<file path="src/rtl/ip4_rtl_pkg.sv">
// Shared types and encodings for the IP4 write-collector blocks.
package ip4_rtl_pkg;

  // Control FSM states of the AXI write collector.
  typedef enum logic [1:0] {
    ST_IDLE = 2'd0,
    ST_DATA = 2'd1,
    ST_RESP = 2'd2
  } wcq_state_e;

  // AXI BRESP encodings.
  localparam logic [1:0] BRESP_OKAY   = 2'b00;
  localparam logic [1:0] BRESP_SLVERR = 2'b10;

endpackage

</file>
<file path="src/rtl/ip4_rtl_axis_wcq_if.sv">
// AXI write channels (AW/W/B) plus the beat stream toward the core.
// The slave modport is the collector's view; the master modport is the
// view of whatever drives the bursts and consumes the beats.
interface ip4_rtl_axis_wcq_if #(
  parameter int DATA_W = 64,
  parameter int ADDR_W = 32,
  parameter int ID_W   = 4
);
  logic                  awvalid;
  logic                  awready;
  logic [ID_W-1:0]       awid;
  logic [ADDR_W-1:0]     awaddr;
  logic [3:0]            awlen;

  logic                  wvalid;
  logic                  wready;
  logic [DATA_W-1:0]     wdata;
  logic [DATA_W/8-1:0]   wstrb;
  logic                  wlast;

  logic                  bvalid;
  logic                  bready;
  logic [ID_W-1:0]       bid;
  logic [1:0]            bresp;

  logic                  cvalid;
  logic                  cready;
  logic [ADDR_W-1:0]     caddr;
  logic [DATA_W-1:0]     cdata;
  logic [DATA_W/8-1:0]   cstrb;
  logic                  clast;

  modport slave (
    input  awvalid, awid, awaddr, awlen,
    output awready,
    input  wvalid, wdata, wstrb, wlast,
    output wready,
    output bvalid, bid, bresp,
    input  bready,
    output cvalid, caddr, cdata, cstrb, clast,
    input  cready
  );

  modport master (
    output awvalid, awid, awaddr, awlen,
    input  awready,
    output wvalid, wdata, wstrb, wlast,
    input  wready,
    input  bvalid, bid, bresp,
    output bready,
    input  cvalid, caddr, cdata, cstrb, clast,
    output cready
  );

endinterface

</file>
<file path="src/rtl/ip4_rtl_fifo.sv">
// Synchronous FIFO with occupancy count. Push is refused when full and pop
// when empty; a simultaneous accepted push and pop leaves the count unchanged.
module ip4_rtl_fifo #(
  parameter int WIDTH = 8,
  parameter int DEPTH = 8
) (
  input  logic                   clk,
  input  logic                   rst_n,
  input  logic                   push,
  input  logic [WIDTH-1:0]       din,
  output logic                   full,
  input  logic                   pop,
  output logic [WIDTH-1:0]       dout,
  output logic                   empty,
  output logic [$clog2(DEPTH):0] count
);
  localparam int PTR_W = $clog2(DEPTH);
  localparam logic [PTR_W:0]   DEPTH_C = (PTR_W+1)'(DEPTH);
  localparam logic [PTR_W:0]   CNT_ONE = (PTR_W+1)'(1);
  localparam logic [PTR_W-1:0] PTR_ONE = PTR_W'(1);

  logic [WIDTH-1:0] mem_r [DEPTH];
  logic [PTR_W-1:0] wr_ptr_r;
  logic [PTR_W-1:0] rd_ptr_r;
  logic [PTR_W:0]   count_r;
  logic             push_ok_s;
  logic             pop_ok_s;

  assign full      = (count_r == DEPTH_C);
  assign empty     = (count_r == '0);
  assign push_ok_s = push & ~full;
  assign pop_ok_s  = pop & ~empty;
  assign dout      = mem_r[rd_ptr_r];
  assign count     = count_r;

  // Pointer and occupancy bookkeeping; reset empties the queue.
  always_ff @(posedge clk or negedge rst_n) begin
    if (!rst_n) begin
      wr_ptr_r <= '0;
      rd_ptr_r <= '0;
      count_r  <= '0;
    end else begin
      if (push_ok_s) begin
        wr_ptr_r <= wr_ptr_r + PTR_ONE;
      end
      if (pop_ok_s) begin
        rd_ptr_r <= rd_ptr_r + PTR_ONE;
      end
      case ({push_ok_s, pop_ok_s})
        2'b10:   count_r <= count_r + CNT_ONE;
        2'b01:   count_r <= count_r - CNT_ONE;
        default: count_r <= count_r;
      endcase
    end
  end

  // Storage array; contents are only meaningful below the count.
  always_ff @(posedge clk) begin
    if (push_ok_s) begin
      mem_r[wr_ptr_r] <= din;
    end
  end

endmodule

</file>
<file path="src/rtl/ip4_rtl_axis_wcq.sv">
// AXI write-burst collector: accepts one INCR burst at a time, splits it
// into addressed beats queued toward the core, and answers with a B
// response once the counted burst length has been received. The response
// does not wait for queued beats to drain.
module ip4_rtl_axis_wcq
  import ip4_rtl_pkg::*;
#(
  parameter int DATA_W = 64,
  parameter int ADDR_W = 32,
  parameter int ID_W   = 4,
  parameter int DEPTH  = 8
) (
  input  logic                   clk,
  input  logic                   rst_n,
  ip4_rtl_axis_wcq_if.slave      bus,
  output logic [$clog2(DEPTH):0] fill_lvl
);
  localparam int STRB_W  = DATA_W / 8;
  localparam int BYTE_SH = $clog2(STRB_W);
  localparam int FIFO_W  = ADDR_W + DATA_W + STRB_W + 1;
  localparam logic [3:0] BEAT_ONE = 4'd1;

  // Beat address: base plus beat index times bytes per beat, wrapping.
  function automatic logic [ADDR_W-1:0] beat_addr(
    input logic [ADDR_W-1:0] base,
    input logic [3:0]        idx
  );
    return base + (ADDR_W'(idx) << BYTE_SH);
  endfunction

  wcq_state_e          state_r;
  logic                awready_r;
  logic                bvalid_r;
  logic [ID_W-1:0]     bid_r;
  logic [1:0]          bresp_r;
  logic [ID_W-1:0]     id_r;
  logic [ADDR_W-1:0]   base_r;
  logic [3:0]          len_r;
  logic [3:0]          cnt_r;
  logic                err_r;

  logic                wready_s;
  logic                w_hs_s;
  logic                last_s;
  logic                last_err_s;
  logic                fifo_full_s;
  logic                fifo_empty_s;
  logic                pop_s;
  logic [FIFO_W-1:0]   push_data_s;
  logic [FIFO_W-1:0]   head_s;

  // wready looks only at the registered count, never at a same-cycle pop.
  assign wready_s    = (state_r == ST_DATA) && !fifo_full_s;
  assign w_hs_s      = bus.wvalid && wready_s;
  assign last_s      = (cnt_r == len_r);
  assign last_err_s  = (bus.wlast != last_s);
  assign push_data_s = {beat_addr(base_r, cnt_r), bus.wdata, bus.wstrb, last_s};
  assign pop_s       = !fifo_empty_s && bus.cready;

  assign bus.awready = awready_r;
  assign bus.wready  = wready_s;
  assign bus.bvalid  = bvalid_r;
  assign bus.bid     = bid_r;
  assign bus.bresp   = bresp_r;
  assign bus.cvalid  = !fifo_empty_s;

  // Control FSM: burst capture, beat counting, error tracking and B response.
  always_ff @(posedge clk or negedge rst_n) begin
    if (!rst_n) begin
      state_r   <= ST_IDLE;
      awready_r <= 1'b1;
      bvalid_r  <= 1'b0;
      bid_r     <= '0;
      bresp_r   <= BRESP_OKAY;
      id_r      <= '0;
      base_r    <= '0;
      len_r     <= 4'd0;
      cnt_r     <= 4'd0;
      err_r     <= 1'b0;
    end else begin
      case (state_r)
        ST_IDLE: begin
          if (bus.awvalid && awready_r) begin
            id_r      <= bus.awid;
            base_r    <= bus.awaddr;
            len_r     <= bus.awlen;
            cnt_r     <= 4'd0;
            err_r     <= 1'b0;
            awready_r <= 1'b0;
            state_r   <= ST_DATA;
          end
        end
        ST_DATA: begin
          if (w_hs_s) begin
            cnt_r <= cnt_r + BEAT_ONE;
            if (last_err_s) begin
              err_r <= 1'b1;
            end
            if (last_s) begin
              state_r  <= ST_RESP;
              bvalid_r <= 1'b1;
              bid_r    <= id_r;
              bresp_r  <= (err_r || last_err_s) ? BRESP_SLVERR : BRESP_OKAY;
            end
          end
        end
        ST_RESP: begin
          if (bus.bready) begin
            state_r   <= ST_IDLE;
            bvalid_r  <= 1'b0;
            bid_r     <= '0;
            bresp_r   <= BRESP_OKAY;
            awready_r <= 1'b1;
          end
        end
        default: begin
          state_r   <= ST_IDLE;
          awready_r <= 1'b1;
          bvalid_r  <= 1'b0;
        end
      endcase
    end
  end

  ip4_rtl_fifo #(
    .WIDTH (FIFO_W),
    .DEPTH (DEPTH)
  ) u_fifo (
    .clk   (clk),
    .rst_n (rst_n),
    .push  (w_hs_s),
    .din   (push_data_s),
    .full  (fifo_full_s),
    .pop   (pop_s),
    .dout  (head_s),
    .empty (fifo_empty_s),
    .count (fill_lvl)
  );

  // Present the head beat, forcing zeros while the queue is empty.
  always_comb begin
    bus.caddr = '0;
    bus.cdata = '0;
    bus.cstrb = '0;
    bus.clast = 1'b0;
    if (!fifo_empty_s) begin
      {bus.caddr, bus.cdata, bus.cstrb, bus.clast} = head_s;
    end else begin
      bus.clast = 1'b0;
    end
  end

endmodule

</file>
<file path="src/flat_wrapper.sv">
// flat-port wrapper written by rule: the top's interface ports become plain ports
module ip4_rtl_axis_wcq_flat import ip4_rtl_pkg::*;
#(
  parameter int DATA_W = 64,
  parameter int ADDR_W = 32,
  parameter int ID_W   = 4,
  parameter int DEPTH  = 8
)
  (clk, rst_n, fill_lvl, bus_awvalid, bus_awid, bus_awaddr, bus_awlen, bus_awready, bus_wvalid, bus_wdata, bus_wstrb, bus_wlast, bus_wready, bus_bvalid, bus_bid, bus_bresp, bus_bready, bus_cvalid, bus_caddr, bus_cdata, bus_cstrb, bus_clast, bus_cready);
  ip4_rtl_axis_wcq_if #(.DATA_W(DATA_W), .ADDR_W(ADDR_W), .ID_W(ID_W)) bus_i ();
  input  logic clk;
  input  logic rst_n;
  output logic [$clog2(DEPTH):0] fill_lvl;
  input wire logic [$bits(bus_i.awvalid)-1:0] bus_awvalid;
  input wire logic [$bits(bus_i.awid)-1:0] bus_awid;
  input wire logic [$bits(bus_i.awaddr)-1:0] bus_awaddr;
  input wire logic [$bits(bus_i.awlen)-1:0] bus_awlen;
  output wire logic [$bits(bus_i.awready)-1:0] bus_awready;
  input wire logic [$bits(bus_i.wvalid)-1:0] bus_wvalid;
  input wire logic [$bits(bus_i.wdata)-1:0] bus_wdata;
  input wire logic [$bits(bus_i.wstrb)-1:0] bus_wstrb;
  input wire logic [$bits(bus_i.wlast)-1:0] bus_wlast;
  output wire logic [$bits(bus_i.wready)-1:0] bus_wready;
  output wire logic [$bits(bus_i.bvalid)-1:0] bus_bvalid;
  output wire logic [$bits(bus_i.bid)-1:0] bus_bid;
  output wire logic [$bits(bus_i.bresp)-1:0] bus_bresp;
  input wire logic [$bits(bus_i.bready)-1:0] bus_bready;
  output wire logic [$bits(bus_i.cvalid)-1:0] bus_cvalid;
  output wire logic [$bits(bus_i.caddr)-1:0] bus_caddr;
  output wire logic [$bits(bus_i.cdata)-1:0] bus_cdata;
  output wire logic [$bits(bus_i.cstrb)-1:0] bus_cstrb;
  output wire logic [$bits(bus_i.clast)-1:0] bus_clast;
  input wire logic [$bits(bus_i.cready)-1:0] bus_cready;
  assign bus_i.awvalid = bus_awvalid;
  assign bus_i.awid = bus_awid;
  assign bus_i.awaddr = bus_awaddr;
  assign bus_i.awlen = bus_awlen;
  assign bus_awready = bus_i.awready;
  assign bus_i.wvalid = bus_wvalid;
  assign bus_i.wdata = bus_wdata;
  assign bus_i.wstrb = bus_wstrb;
  assign bus_i.wlast = bus_wlast;
  assign bus_wready = bus_i.wready;
  assign bus_bvalid = bus_i.bvalid;
  assign bus_bid = bus_i.bid;
  assign bus_bresp = bus_i.bresp;
  assign bus_i.bready = bus_bready;
  assign bus_cvalid = bus_i.cvalid;
  assign bus_caddr = bus_i.caddr;
  assign bus_cdata = bus_i.cdata;
  assign bus_cstrb = bus_i.cstrb;
  assign bus_clast = bus_i.clast;
  assign bus_i.cready = bus_cready;
  ip4_rtl_axis_wcq #(.DATA_W(DATA_W), .ADDR_W(ADDR_W), .ID_W(ID_W), .DEPTH(DEPTH)) u_core (.clk(clk), .rst_n(rst_n), .bus(bus_i), .fill_lvl(fill_lvl));
endmodule
</file>
<file path="config.mk">
export PLATFORM = sky130hd
export DESIGN_NAME = ip4_rtl_axis_wcq_flat
export DESIGN_NICKNAME = d
export VERILOG_FILES = /design/src/rtl/ip4_rtl_pkg.sv /design/src/rtl/ip4_rtl_axis_wcq_if.sv /design/src/rtl/ip4_rtl_fifo.sv /design/src/rtl/ip4_rtl_axis_wcq.sv /design/src/flat_wrapper.sv
export SDC_FILE = /design/constraint.sdc
export NUM_CORES = 1
export LEC_CHECK = 0
export BUFFER_PORTS_ARGS = -buffer_cell sky130_fd_sc_hd__buf_2
export CAP_MARGIN = 20
export CORE_MARGIN = 8
export CORE_UTILIZATION = 36
export CTS_BUF_LIST = sky130_fd_sc_hd__clkbuf_4 sky130_fd_sc_hd__clkbuf_8
export DETAILED_ROUTE_END_ITERATION = 8
export HOLD_SLACK_MARGIN = 0.03
export PLACE_DENSITY = 0.62
export SYNTH_ARGS = -nofsm -noshare
export SYNTH_HDL_FRONTEND = slang
export SYNTH_SLANG_ARGS = --single-unit
export TNS_END_PERCENT = 1
</file>
<file path="constraint.sdc">
create_clock -name clk -period 16.6 [get_ports clk]
set_input_delay 2.49 -clock clk [delete_from_list [all_inputs] [get_ports clk]]
set_output_delay 2.49 -clock clk [all_outputs]
set_load 0.05 [all_outputs]
</file>
==> run summary <==
hold_buf cts - 0
WL/cell - 23.2 um
total track usage - 0.145
most common cell after layout, fill and taps aside - edfxtp_1
Rel. slew slack - 0.198
CTS Buf Count - 152
status - completed
FF+latch count, synth - 904
CP required - 14.11 ns
maximum fanout along the worst path - 40
row count - 115
Layout fillers - 8601
Area Growth Syn to Fin - 16.2%
via density per instance - 4.99
fin crit period - 7.33 ns
CP endpoint - bus_cdata[36]
Critical Path Max Stage Delay - 0.94 ns
Post-CTS Setup Inserts - 0
# IOs - 238
nets - 2102
pwr dens - 185 nW/um^2
Peak supply drop - 0.154 mV
CTS root buf - clkbuf_8
crit-path cells - buf_4, buf_4, buf_16, buf_4, mux4_2, mux2i_1, nor2_1, buf_2
ys async rst share - 0.0708
CTS tree - done
Min-Delay Path Class - reg2reg
syn_nets - 1771
RSZ-0062 raised after global routing - false
setup TNS - 0 ns
Post-synth EDFFs - 840
min setup slack post-route - 9.27 ns
reg2reg end - u_core.u_fifo.mem_r[4][89]$_DFFE_PP_
Most used DFF post-synth - edfxtp_1
most numerous cell on the critical path - buf_4
routed vias - 16900
Crit path max-delay family - buffers and inverters
final setup vio count - 0
post-synthesis cell type count - 53
CTS resizes - 0
Synth Instances - 1641
Setup Skew - 0.0494 ns
share of layout cells above drive strength 1 - 0.353
remaining global-route overflow - 0
Fin. Hold Viols - 0
path type of the worst setup path - reg2out
Chip Height - 329 um
max cap viols - 0
slowest CP cell - dfrtp_4
arrival time at the worst endpoint - 4.84 ns
Clk Latency, worst-skew pair - 0.80 ns
drt first pass iters - 5
Startpoint Class - register
Max Clk Rate - 0.136 GHz
Post-Syn Area - 35300 um^2
H-Tree Level Count - 4
Worst-path clk slew - 0.06 ns
Antenna Nets Post-Route - 0
Core Region - 97800 um^2
number of port buffers - 236
initial antenna violation count - 13
initial DRC count - 1159
most frequent cells in the layout - edfxtp_1, buf_2, mux4_2
R2R cell count - 5
crit share post-route - 0.442
synth warn - 0
Worst-Margin Slew - 1.19 ns
CP Capture Type - primary output
largest net degree at the start of global routing - 106
Initial Util - 0.361
final WL - 78700 um
Clock Tree Buf Depth - 3
area of the multi-input gates - 7970 um^2
Worst R2R Setup Slack - 13.46 ns
Register Area - 26800 um^2
Post-DP HPWL - 41000 um
Residual DRC - 0
Levels on crit path - 8
dpl ws - 9.59 ns
Final Max Tran Viols - 0
Syn Area/Cell - 21.5 um^2
total die area - 108000 um^2
worst r2r src - u_core.cnt_r[2]$_DFFE_PN0P_
sequential area share after synthesis - 0.759
Die W - 329 um
crit path from - u_core.u_fifo.rd_ptr_r[0]$_DFFE_PN0P_
Leak Pwr - 14.1 nW
vias in the first global route - 18700
first-pass GRT wire length - 117000 um
clock sinks - 904
CP bufs+invs - 5
gpl congestion - 0.704
how the worst min path moves through the flow:
stage	start	to	slack, ns	depth (start not counted)
2_1_floorplan	u_core.base_r[3]$_DFFE_PN0P_	u_core.base_r[3]$_DFFE_PN0P_	0.46	1
3_3_place_gp	u_core.bus.bvalid$_DFFE_PN0P_	u_core.bus.bvalid$_DFFE_PN0P_	0.46	2
3_5_place_dp	u_core.bus.bvalid$_DFFE_PN0P_	u_core.bus.bvalid$_DFFE_PN0P_	0.47	2
4_1_cts	u_core.bus.bvalid$_DFFE_PN0P_	u_core.bus.bvalid$_DFFE_PN0P_	0.48	2
5_1_grt	u_core.bus.bvalid$_DFFE_PN0P_	u_core.bus.bvalid$_DFFE_PN0P_	0.53	2
6_report	u_core.bus.bvalid$_DFFE_PN0P_	u_core.bus.bvalid$_DFFE_PN0P_	0.48	2
cells in the mapped netlist (4+ instances only):
library cell | number | share of area
buf_1 | 8 | 0.00085
buf_6 | 23 | 0.0073
mux2i_1 | 110 | 0.031
ha_1 | 10 | 0.0035
mux2_1 | 34 | 0.011
clkbuf_1 | 7 | 0.00074
edfxtp_1 | 840 | 0.71
o21ai_1 | 10 | 0.0014
xnor2_1 | 32 | 0.0079
and3_1 | 6 | 0.0011
nor3b_1 | 5 | 0.0011
nor2_1 | 114 | 0.012
mux4_2 | 210 | 0.13
nand2_1 | 26 | 0.0028
a21oi_1 | 5 | 0.00071
inv_1 | 10 | 0.0011
nand3_1 | 11 | 0.0016
nand4_1 | 13 | 0.0023
buf_2 | 46 | 0.0065
nand3b_1 | 4 | 0.00085
xor2_1 | 11 | 0.0027
dfrtp_1 | 63 | 0.045
per-stage QoR:
step                hold slack [ns]  power, mW  cell area (um^2)  instances   util
finish                        0.482       7.60             41000       3389  0.419
global route                  0.528       7.95             41000       3383  0.419
CTS                           0.484       7.73             41000       3379  0.419
detailed placement            0.467       5.75             37900       3103  0.388
global placement              0.458       5.70             37900       3102  0.388
floorplan                     0.462       5.06             35300       1641      -
metal layers:
metal	global-route usage	wire length, um	up-vias
met5	0	40	-
li1	-	-	7400
met2	0.241	38900	425
met4	0.0475	1700	6
met1	0.186	33700	8929
met3	0.0379	4410	135
registers in the layout, summed over array words and instances, names as in the netlist, 2 cells and up:
name and count:
u_core.u_fifo.mem_r 840, u_core.base_r 32, u_core.bus.bid 4, u_core.cnt_r 4
u_core.id_r 4, u_core.len_r 4, u_core.u_fifo.count 4, u_core.u_fifo.rd_ptr_r 3
u_core.u_fifo.wr_ptr_r 3, u_core.state_r 2
worst min-delay path, delay by kind of cell (launching register included):
family,cells,cell delay (ns)
flip-flops,1,0.34
AND/OR/NAND/NOR,2,0.11
final cells by class:
cell class,instances,area share
Clock inverter,76,0.0131
Inverter,13,0.00119
Timing Repair Buffer,262,0.0370
Sequential cell,904,0.654
Antenna cell,8,0.000488
Multi-Input combinational cell,639,0.194
Clock buffer,200,0.0610
Tap cell,1287,0.0392
logic make-up (layout without fill, tap and decap cells):
kind of cell / count (synthesis) / after routing / share of synthesized area
buffers and inverters: 98 / 551 / 0.0170
other: 1 / 9 / 0.000106
multiplexers: 356 / 356 / 0.177
AND/OR/NAND/NOR: 204 / 204 / 0.0282
flip-flops: 904 / 904 / 0.759
adder cells (fa/ha/maj): 11 / 11 / 0.00411
XOR/XNOR: 43 / 43 / 0.0107
AO/OA/AOI/OAI: 24 / 24 / 0.00393
power by group:
part	internal (mW)	total (mW)	leakage (nW)	switching, mW
Sequential	2.75	2.93	8.40	0.188
Combinational	0.912	2.71	4.07	1.80
Clock	1.07	1.95	1.59	0.884
No activity file was read; power rests on OpenSTA's default activity.
